[config.mk]
export PLATFORM = sky130hd
export DESIGN_NAME = digit_scan_ctrl
export DESIGN_NICKNAME = d
export VERILOG_FILES = /design/src/rtl/display_pkg.sv /design/src/rtl/digit_scan_ctrl_scan_timer.sv /design/src/rtl/digit_scan_ctrl.sv
export SDC_FILE = /design/constraint.sdc
export NUM_CORES = 1
export LEC_CHECK = 0
export CAP_MARGIN = 0
export CORE_UTILIZATION = 49
export DETAILED_ROUTE_END_ITERATION = 8
export PLACE_DENSITY = 0.73
export SLEW_MARGIN = 30
export SYNTH_ARGS = -nofsm -noshare
export SYNTH_HDL_FRONTEND = slang
export SYNTH_SLANG_ARGS = --single-unit
export TNS_END_PERCENT = 30
[constraint.sdc]
create_clock -name clk -period 1.7 [get_ports clk]
set_input_delay 0.34 -clock clk [delete_from_list [all_inputs] [get_ports clk]]
set_output_delay 0.34 -clock clk [all_outputs]
set_load 0.01 [all_outputs]
[src/rtl/display_pkg.sv]
// Shared display definitions: digit index encoding used by both the scan
// controller and the digit mux, plus the scan FSM state type.
package display_pkg;

    localparam int DIG_MIN0   = 0;
    localparam int DIG_MIN1   = 1;
    localparam int DIG_COLON  = 2;
    localparam int DIG_HOUR0  = 3;
    localparam int DIG_HOUR1  = 4;
    localparam int NUM_DIGITS = 5;

    typedef enum logic [1:0] {
        IDLE,
        BLANK,
        ON
    } scan_state_t;

    // hour1 wraps back to min0; every other index simply steps by one
    function automatic logic [2:0] next_sel(input logic [2:0] s);
        return (s == 3'(DIG_HOUR1)) ? 3'(DIG_MIN0) : s + 3'd1;
    endfunction

endpackage

[src/rtl/digit_scan_ctrl_scan_timer.sv]
// Loadable down-counter that times the blank and lit phases of each slot.
// Holds at zero instead of wrapping, so it never underflows.
module scan_timer #(
    parameter int CNT_W = 1
) (
    input  logic             clk,
    input  logic             reset,
    input  logic             load,
    input  logic [CNT_W-1:0] load_val,
    output logic             zero
);

    logic [CNT_W-1:0] cnt_q;
    logic [CNT_W-1:0] cnt_d;

    always_comb begin
        cnt_d = cnt_q;
        if (load) begin
            cnt_d = load_val;
        end else if (cnt_q != '0) begin
            cnt_d = cnt_q - 1'b1;
        end
    end

    always_ff @(posedge clk or posedge reset) begin
        if (reset) begin
            cnt_q <= '0;
        end else begin
            cnt_q <= cnt_d;
        end
    end

    assign zero = (cnt_q == '0);

endmodule

[src/rtl/digit_scan_ctrl.sv]
// Scan controller for the five-position clock display: steps the mux select
// through each position with a blanking gap before every lit period.
module digit_scan_ctrl
    import display_pkg::*;
#(
    parameter int TICKS_PER_DIGIT = 1000,
    parameter int BLANK_TICKS     = 8
) (
    input  logic       clk,
    input  logic       reset,
    input  logic       enable,
    input  logic [4:0] digit_mask,
    output logic [2:0] sel,
    output logic [4:0] dig_en_n,
    output logic       blank,
    output logic       frame_done
);

    localparam int MAX_TICKS = (TICKS_PER_DIGIT > BLANK_TICKS) ? TICKS_PER_DIGIT : BLANK_TICKS;
    localparam int CNT_W     = ($clog2(MAX_TICKS) < 1) ? 1 : $clog2(MAX_TICKS);
    localparam logic [CNT_W-1:0] ON_LOAD    = CNT_W'(TICKS_PER_DIGIT - 1);
    localparam logic [CNT_W-1:0] BLANK_LOAD = CNT_W'(BLANK_TICKS - 1);

    scan_state_t      state_q, state_d;
    logic [2:0]       sel_q, sel_d;
    logic             mask_q, mask_d;
    logic [4:0]       dig_en_n_q, dig_en_n_d;
    logic             blank_q, blank_d;
    logic             frame_done_q, frame_done_d;
    logic             tmr_load;
    logic [CNT_W-1:0] tmr_val;
    logic             tmr_zero;

    scan_timer #(.CNT_W(CNT_W)) u_timer (
        .clk      (clk),
        .reset    (reset),
        .load     (tmr_load),
        .load_val (tmr_val),
        .zero     (tmr_zero)
    );

    always_comb begin
        state_d      = state_q;
        sel_d        = sel_q;
        mask_d       = mask_q;
        frame_done_d = 1'b0;
        tmr_load     = 1'b0;
        tmr_val      = '0;

        if (!enable) begin
            state_d  = IDLE;
            sel_d    = 3'(DIG_MIN0);
            mask_d   = 1'b0;
            tmr_load = 1'b1;
        end else begin
            case (state_q)
                IDLE: begin
                    state_d  = BLANK;
                    sel_d    = 3'(DIG_MIN0);
                    tmr_load = 1'b1;
                    tmr_val  = BLANK_LOAD;
                end
                BLANK: begin
                    if (tmr_zero) begin
                        state_d  = ON;
                        mask_d   = digit_mask[sel_q];
                        tmr_load = 1'b1;
                        tmr_val  = ON_LOAD;
                    end
                end
                ON: begin
                    if (tmr_zero) begin
                        state_d      = BLANK;
                        sel_d        = next_sel(sel_q);
                        frame_done_d = (sel_q == 3'(DIG_HOUR1));
                        tmr_load     = 1'b1;
                        tmr_val      = BLANK_LOAD;
                    end
                end
                default: begin
                    state_d = IDLE;
                    sel_d   = 3'(DIG_MIN0);
                end
            endcase
        end

        // Outputs are derived from the next state so they register in step with it
        blank_d    = (state_d != ON) || mask_d;
        dig_en_n_d = blank_d ? 5'b11111 : ~(5'b00001 << sel_d);
    end

    always_ff @(posedge clk or posedge reset) begin
        if (reset) begin
            state_q      <= IDLE;
            sel_q        <= 3'(DIG_MIN0);
            mask_q       <= 1'b0;
            dig_en_n_q   <= 5'b11111;
            blank_q      <= 1'b1;
            frame_done_q <= 1'b0;
        end else begin
            state_q      <= state_d;
            sel_q        <= sel_d;
            mask_q       <= mask_d;
            dig_en_n_q   <= dig_en_n_d;
            blank_q      <= blank_d;
            frame_done_q <= frame_done_d;
        end
    end

    sel_in_range: assert property (@(posedge clk) disable iff (reset) sel_q < 3'(NUM_DIGITS));

    assign sel        = sel_q;
    assign dig_en_n   = dig_en_n_q;
    assign blank      = blank_q;
    assign frame_done = frame_done_q;

endmodule

## Yosys cells after proc, flatten, opt, wreduce, memory -nomap -nowiden

Cells that the tools add are included.

| operators by class | value |
|---|---|
| magnitude comparators | 1 |
| bitwise operators | 1 |
| reductions and logical operators | 6 |
| mux-type cells | 26 |
| eq/ne operators | 4 |
| shifts and indexed selects | 1 |
| $add $sub $neg | 2 |

Operators by type and width:

| operator | number |
|---|---|
| two-way mux 10 bit | 4 |
| case mux 10 bit (3 select lines) | 1 |
| two-way mux 3 bit | 4 |
| logical NOT 10 bit | 1 |
| nonzero test 10 bit | 1 |
| subtractor 10 x 1 -> 10 bit (second input constant) | 1 |
| two-way mux 1 bit | 9 |
| two-way mux 2 bit | 3 |
| case mux 2 bit (3 select lines) | 1 |
| case mux 3 bit (2 select lines) | 1 |
| two-way mux 5 bit | 1 |
| NOT 5 bit | 1 |
| << shifter 1 x 3 -> 5 bit (first input constant) | 1 |
| < comparator 3 x 4 -> 1 bit (second input constant) | 1 |
| adder 3 x 1 -> 3 bit (second input constant) | 1 |
| binary-select mux 1 bit (select 3 bit) | 1 |
| equality test 3 bit (second input constant) | 1 |
| equality test 2 x 1 -> 1 bit (second input constant) | 1 |
| equality test 2 bit (second input constant) | 1 |
| logical NOT 2 bit | 1 |
| != test 2 bit (second input constant) | 1 |
| case mux 1 bit (2 select lines) | 1 |
| nonzero test 2 bit | 1 |
| OR reduction 2 bit | 1 |
| logical OR 1 bit | 1 |

| storage, ports and cells | value |
|---|---|
| output and inout bits | 10 |
| register bits | 23 |
| word-level logic and storage cells | 48 |

## Logic depth before layout (Yosys ltp)

Gate-level depths: netlist of the first run.

| depth | value |
|---|---|
| depth after elaboration | 8 |
| mapped depth | 8 |
| gate-level depth less buffers | 8 |

## Hierarchy

A second synthesis of the first run with hierarchy kept.

| unflattened totals | value |
|---|---|
| cell total of the unflattened synthesis | 160 |
| area total of the unflattened synthesis | 1514.0 um^2 |

By module, submodules not included:

| module | cells each | area each (um^2) | times used |
|---|---|---|---|
| digit_scan_ctrl | 84 | 820.8 | 1 |
| scan_timer | 76 | 693.2 | 1 |

## Worst setup path before layout of the first run

OpenSTA, ideal clock, no wires.

| path | value |
|---|---|
| path kind | flip-flop to flip-flop |
| from | register sel_q[0] (netlist: sel[0]) |
| to | register dig_en_n_q[3] (netlist: dig_en_n[3]) |
| path slack | -204 ps |
| cell stages (with the launch flop) | 6 |
| data required time | 1607 ps |
| path buffers | 0 |
| clock period less this slack | 1904 ps |
| arrival | 1811 ps |
| path through | dfrtp_1 -> mux4_2 -> nor2b_1 -> o31a_2 -> nor3b_4 -> nand4_1 |

| between the ends | value |
|---|---|
| elaborated cells on any way between the ends | 15 |
| those cells by class | add/sub (1); eq/ne (1); shift (1); mux (10); bitwise (1); reduce/logical (1) |

RTL lines:

| item | line | source |
|---|---|---|
| start: declaration | digit_scan_ctrl.sv:25 | `logic [2:0] sel_q, sel_d;` |
| start signal: assignment | digit_scan_ctrl.sv:95 | `sel_q <= 3'(DIG_MIN0);` |
| start signal: assignment | digit_scan_ctrl.sv:102 | `sel_q <= sel_d;` |
| binary-select mux 1 bit (select 3 bit) | digit_scan_ctrl.sv:66 | `mask_d = digit_mask[sel_q];` |
| two-way mux 1 bit (not written as such) | digit_scan_ctrl.sv:66 |  |
| two-way mux 1 bit | digit_scan_ctrl.sv:64 | `if (tmr_zero) begin` |
| two-way mux 1 bit | digit_scan_ctrl.sv:56 | `case (state_q)` |
| two-way mux 1 bit | digit_scan_ctrl.sv:50 | `if (!enable) begin` |
| net mask_d | digit_scan_ctrl.sv:26 | `logic mask_q, mask_d;` |
| logical OR 1 bit | digit_scan_ctrl.sv:88 | `blank_d = (state_d != ON) \|\| mask_d;` |
| two-way mux 5 bit | digit_scan_ctrl.sv:89 | `dig_en_n_d = blank_d ? 5'b11111 : ~(5'b00001 << sel_d);` |
| net dig_en_n_d[3] | digit_scan_ctrl.sv:27 | `logic [4:0] dig_en_n_q, dig_en_n_d;` |
| end signal: assignment | digit_scan_ctrl.sv:104 | `dig_en_n_q <= dig_en_n_d;` |
| end: declaration | digit_scan_ctrl.sv:27 |  |

The timed path passes the listed nets, and every way through them passes these cells. The select of a mux whose other input is x is not followed.
A chain may end at the register's enable or synchronous reset.

## Worst setup path after layout of the first run

| path | value |
|---|---|
| from | register u_timer.cnt_q[5] |
| to | register dig_en_n_q[2] (netlist: dig_en_n[2]) |

| between the ends | value |
|---|---|
| elaborated cells on any way between the ends | 16 |
| those cells by class | eq/ne (1); shift (1); mux (11); bitwise (1); reduce/logical (2) |

RTL lines:

| item | line | source |
|---|---|---|
| start: declaration | digit_scan_ctrl_scan_timer.sv:13 | `logic [CNT_W-1:0] cnt_q;` |
| start signal: assignment | digit_scan_ctrl_scan_timer.sv:29 | `cnt_q <= cnt_d;` |
| logical NOT 10 bit | digit_scan_ctrl_scan_timer.sv:33 | `assign zero = (cnt_q == '0);` |
| two-way mux 1 bit | digit_scan_ctrl.sv:64 |  |
| two-way mux 1 bit | digit_scan_ctrl.sv:56 |  |
| two-way mux 1 bit | digit_scan_ctrl.sv:50 |  |
| net mask_d | digit_scan_ctrl.sv:26 |  |
| logical OR 1 bit | digit_scan_ctrl.sv:88 |  |
| two-way mux 5 bit | digit_scan_ctrl.sv:89 |  |
| net dig_en_n_d[2] | digit_scan_ctrl.sv:27 |  |

The timed path passes the listed nets, and every way through them passes these cells.

==> results of run 1 <==
==> critical path: stages (launching register included) <==
cell     delay [ps]
dfrtp_1         440
nor4_4          400
nand4_1         250
o31a_2          430
nor3b_4         290
nand4_1         120
==> layout by cell type (no fill, tap or decap), types with 2 or more instances in the layout <==
cell type	n
nor3_1	2
clkbuf_4	3
xor2_1	2
nor2b_1	4
nand4_1	5
dfrtp_1	16
ha_1	7
inv_1	8
nor2_1	10
dfstp_2	6
xnor2_1	6
dlygate4sd2_1	9
o41ai_2	2
clkdlybuf4s50_1	8
o21ai_1	2
nor2_4	2
buf_6	4
buf_4	45
nand2_1	17
a21oi_1	8
inv_2	2
nand3_1	5
==> per-stage QoR <==
step	utilization [%]	setup WS, ps	cells	total power, uW
final	81.06	-300.4	243	3989
after global routing	81.06	-453.5	243	4209
after CTS	77.39	-259.9	240	3602
after detailed placement	74.69	-474.8	234	3174
after global placement	74.69	-431.7	234	3086
after floorplan	-	-118.3	147	2095
==> worst max-delay path by stage <==
| stage | startpoint | to | slack [ps] | depth (start not counted) |
|---|---|---|---|---|
| after floorplan | sel[0] | dig_en_n[1] | -120 | 5 |
| final | u_timer.cnt_q[5] | dig_en_n[2] | -300 | 5 |
| after global placement | digit_mask[3] | dig_en_n[1] | -430 | 6 |
| after detailed placement | digit_mask[3] | dig_en_n[1] | -470 | 6 |
| after global routing | u_timer.cnt_q[5] | dig_en_n[0] | -450 | 5 |
| after CTS | u_timer.cnt_q[6] | dig_en_n[1] | -260 | 5 |
==> flip-flops by register name, indices dropped and copies added, names as in the netlist <==
register and count:
u_timer.cnt_q 10, dig_en_n 5, sel 3, state_q 2
blank 1, frame_done 1, mask_q 1
==> layer usage <==
layer | up-vias | GRT usage, % | part of all wire [%]
met3 | 8 | 4.450 | 7.2
met5 | - | 0 | 0
met1 | 702 | 37.78 | 43
met4 | 0 | 8.214 | 1.8
li1 | 655 | - | -
met2 | 72 | 42.69 | 48
==> power by group through the flow <==
stage	sequential, uW	combinational (uW)	clock [uW]
floorplan	845	1250	0
global placement	822	2260	0
detailed placement	836	2340	0
CTS	824	2510	268
global route	851	3070	292
finish	836	2890	264
==> kinds of logic after synthesis <==
kind of cell | Yosys count | share of synthesized area [%]
xor gates and xnor gates | 8 | 5.018
buffers and inverters | 14 | 3.853
AOI/OAI and AO/OA | 29 | 15.14
and+or+nand+nor | 64 | 25.45
DFF | 23 | 41.76
muxes | 1 | 1.613
adders and majority gates | 8 | 7.169
==> area by class of cell <==
class	count	area share, %
multi-input combinational	110	41.48
sequential	23	27.83
timing repair buffer	66	25.80
inverter	10	1.788
tap	30	1.788
clock buffer	3	1.073
clock inverter	1	0.2384
==> what timing repair did <==
item | CTS | global route
setup endpoints to repair | 31 | 23
gates resized for setup | 18 | 19
buffers inserted | 2 | 3
pin swaps | 3 | 6
hold buffers | 0 | 0
==> impl_metrics.csv, run 1 <==
group,metric,value,unit
layout,areaGrowthSynthToFinish,50.36,%
timing,relSlewSlack,76.87,%
floorplan,die_width,55.38,um
timing,setup_ws,-300.4,ps
clocking,path_clk_slew,130,ps
setup_path,crit_arrival,2250,ps
pwr,combPwrFrac,72.4,%
yosys,synth_ff_type,"dfrtp_1",
clocking,cts_root_buffer,"clkbuf_4",
placed_design,portBuffers,17,
grt,grt_antenna_before_repair,0,
clocking,cts_tree,"done",
yosys,syn_area,1396,um^2
setup_path,setup.worst_path.class,"reg -> reg",
run_status,violations,"negative setup slack",
yosys,synth_commonest_cells,"18 x nand2_1, 17 x dfrtp_1, 12 x nor2_1",
setup_path,cp_max_fo,6,
floorplan,die_h,55.38,um
pwr,p_sw,1790,uW
timing,finalSetupTns,-3959,ps
clocking,clock_sinks,23,
placed_design,dpl.hpwl,2834,um
grt,grt_usage,26.91,%
pwr,power_frac_seq,21.0,%
floorplan,ios,18,
yosys,synth-seq-cells,23,
clocking,htree_num_levels,1,
grt,grt.overflow.total,0,
placed_design,finalWeightedCongestion,0.8354,
timing,timing.hold.ws,337.9,ps
job,max-cap-violations,0,
setup_path,timing.rr.start,"u_timer.cnt_q[5]",
pwr,clockPowerShare,6.6,%
timing,rsz0062_at_grt,"true",
grt,grt_first_pass_wirelength,6513,um
pwr,p_per_area,1900,nW/um^2
timing,period_needed,2000,ps
setup_path,crit_required,1950,ps
yosys,synth_area_leaders,"dfrtp_1 30%, dfstp_2 11%, ha_1 7.2%",
min_path,hold_path_class,"in -> async",
timing,final-hold-violation-count,0,
floorplan,start_util,53.91,%
placed_design,placed_cell_area,1934,um^2
routing,drtIter0Drc,61,
run_status,outcome,"complete, but fails checks",
layout,drive_above_1_share,40.85,%
yosys,synth_top_area_share,30.47,%
yosys,ys_warn_count,0,
timing,worstMarginPinSlew,343.7,ps
grt,grt_max_degree,24,
yosys,syn_inst,147,
timing,skew,2.847,ps
layout,multi_input_area,870.8,um^2
layout,final_cell_area,2100,um^2
layout,fill_cells,156,
floorplan,core_area,2590,um^2
routing,drc,0,
timing,max_freq,0.4999,GHz
yosys,netlist-cell-type-count,46,
layout,nets,230,
routing,via_count,1437,
setup_path,critPathLaunchType,"register",
clocking,clock_path_buffers,2,
yosys,synth_edf_count,0,
yosys,ys_seq_area_share,41.76,%
setup_path,r2r_cells,5,
yosys,yosysTopAreaCell,"dfrtp_1",
yosys,synth.most_common_cell,"nand2_1",
routing,wl,4119,um
layout,diodes,0,
floorplan,placementRows,18,
yosys,syn_nets,163,
routing,dr.pass1.iters,4,
grt,grt_pass1_vias,1376,
setup_path,cp-end-kind,"register",
routing,antenna_left,0,
yosys,syn_area_per_cell,9.499,um^2
pwr,vdd.ir_drop.worst,2064,uV
timing,fin_crit_sh,117.7,%
timing,finalMaxSlewViolations,0,
pwr,leakage,0.0009704,uW
layout,regArea,584.3,um^2
yosys,synthArstFlopShare,100.0,%
routing,avgRoutedWirePerCell,16.95,um
setup_path,r2r-end,"dig_en_n[2]",
pwr,power.internal,2199,uW
clocking,cts_made_buffers,3,
timing,setup-violations-final,22,
routing,vias_per_cell,5.914,
setup_path,r2r_slack,-300,ps
pwr,swShare,44.87,%
clocking,clk_latency,320,ps
floorplan,fp.dieArea,3067,um^2
No activity file was read; power rests on OpenSTA's default activity.
==> run 2: changes to the inputs <==
- CORE_UTILIZATION: 49 -> 46
- PLACE_DENSITY: 0.73 -> 0.69
==> impl_metrics.csv, run 2 (same netlist as run 1, synthesis figures left out) <==
group,metric,value,unit
run_status,outcome,"complete, but fails checks",
run_status,violations,"negative setup slack",
min_path,hold_path_class,"in -> async",
layout,largest_register_ffs,10,
timing,worstMarginPinSlew,370.9,ps
timing,finalMaxSlewViolations,0,
floorplan,placementRows,19,
job,max-cap-violations,0,
floorplan,fp.dieArea,3260,um^2
timing,timing.hold.ws,336.5,ps
layout,regMostFlops,"u_timer.cnt_q",
floorplan,core_area,2805,um^2
grt,grt_pass1_vias,1357,
placed_design,dpl.hpwl,2735,um
placed_design,portBuffers,17,
timing,max_freq,0.5137,GHz
pwr,power,3699,uW
setup_path,critPathLaunchType,"register",
timing,relSlewSlack,74.95,%
placed_design,place_ws,-495.1,ps
timing,setup_ws,-246.7,ps
routing,avgRoutedWirePerCell,15.08,um
floorplan,die_width,57.10,um
pwr,p_per_area,1804,nW/um^2
layout,areaGrowthSynthToFinish,46.86,%
routing,via_count,1345,
placed_design,finalWeightedCongestion,0.8877,
clocking,clock_sinks,23,
setup_path,crit_arrival,2180,ps
layout,mostFrequentLayoutCell,"buf_4",
clocking,cts_tree,"done",
placed_design,placedCellCount,235,
routing,drc,0,
timing,rsz0062_at_grt,"true",
grt,grt_usage,23.87,%
clocking,htree_num_levels,1,
grt,grt_first_pass_wirelength,5892,um
pwr,vdd.ir_drop.worst,1288,uV
setup_path,crit_required,1940,ps
setup_path,cp-end-kind,"register",
layout,diodes,0,
layout,drive_above_1_share,36.67,%
grt,grt.overflow.total,0,
layout,nets,227,
floorplan,start_util,49.78,%
setup_path,cp_max_fo,6,
clocking,holdBufCountCts,0,
routing,drtIter0Drc,82,
timing,skew,7.168,ps
routing,antenna_left,0,
timing,period_needed,1947,ps
routing,wl,3634,um
timing,setup-violations-final,22,
grt,grt_antenna_before_repair,0,
routing,dr.pass1.iters,4,
layout,post-route-util,73.10,%
clocking,cts_root_buffer,"clkbuf_4",
timing,fin_crit_sh,114.5,%
setup_path,setup.worst_path.class,"reg -> reg",
routing,vias_per_cell,5.581,
clocking,clk_latency,320,ps
clocking,cts_made_buffers,3,
floorplan,die_h,57.10,um
layout,final_cells,241,
grt,grt_max_degree,24,
floorplan,ios,18,
layout,final_cell_mix,"46 x buf_4, 18 x nand2_1, 16 x dfrtp_1",
clocking,path_clk_slew,140,ps
timing,final-hold-violation-count,0,
clocking,clock_path_buffers,2,
pwr,leakage,0.0009339,uW
## run 2: worst paths after layout
| path | end | cells past startpoint | slack (ps) | start |
|---|---|---|---|---|
| worst max-delay path | dig_en_n[2] | 5 | -250 | u_timer.cnt_q[8] |
| worst max register to register | dig_en_n[2] | 5 | -250 | u_timer.cnt_q[8] |
| worst min register to register | u_timer.cnt_q[9] | 3 | 670 | u_timer.cnt_q[9] |
| max in group asynchronous | dig_en_n[3] | 3 | 1070 | reset |
| min in group clk | u_timer.cnt_q[9] | 3 | 670 | u_timer.cnt_q[9] |
| worst min-delay path | u_timer.cnt_q[0] | 3 | 340 | reset |
## run 2: final cells by class
type / instances / area [um^2]
clock buffers: 3 / 22.52
clock inverters: 1 / 5.005
fillers: 209 / 754.5
inverters: 10 / 37.54
multi-input cells: 110 / 857.1
flip-flops and latches: 23 / 584.3
well taps: 31 / 38.79
repair buffers: 63 / 505.5
## run 2: where the power goes
part | switching [uW] | internal (uW) | total, uW
Clock | 175 | 88.1 | 263
Sequential | 105 | 695 | 800
Combinational | 1320 | 1320 | 2640
## run 2: what timing repair did
action | 4_1_cts | 5_1_grt
pin swaps | 5 | 3
setup buffers | 1 | 1
setup endpoints to repair | 30 | 24
gates resized for setup | 21 | 4
## run 2: routing by layer
| layer | wire (um) | vias to the layer above | GRT usage [%] |
|---|---|---|---|
| met4 | 57 | 0 | 8.711 |
| li1 | - | 651 | - |
| met3 | 173 | 8 | 4.535 |
| met5 | 0 | - | 0 |
| met2 | 1804 | 38 | 39.66 |
| met1 | 1599 | 648 | 31.22 |
## run 2: critical path, stage by stage (launching register included)
cell     delay, ps
dfrtp_1        400
or4_4          600
nor3_4         250
o211a_1        210
nor3b_4        280
nand4_1        130
## run 2: metrics by stage
stage                     cell area (um^2)  setup TNS [ps]
after floorplan                       1414          -938.3
after global placement                1936           -3715
after detailed placement              1936           -4380
after CTS                             2021           -2781
after global routing                  2051           -5103
final                                 2051           -2968
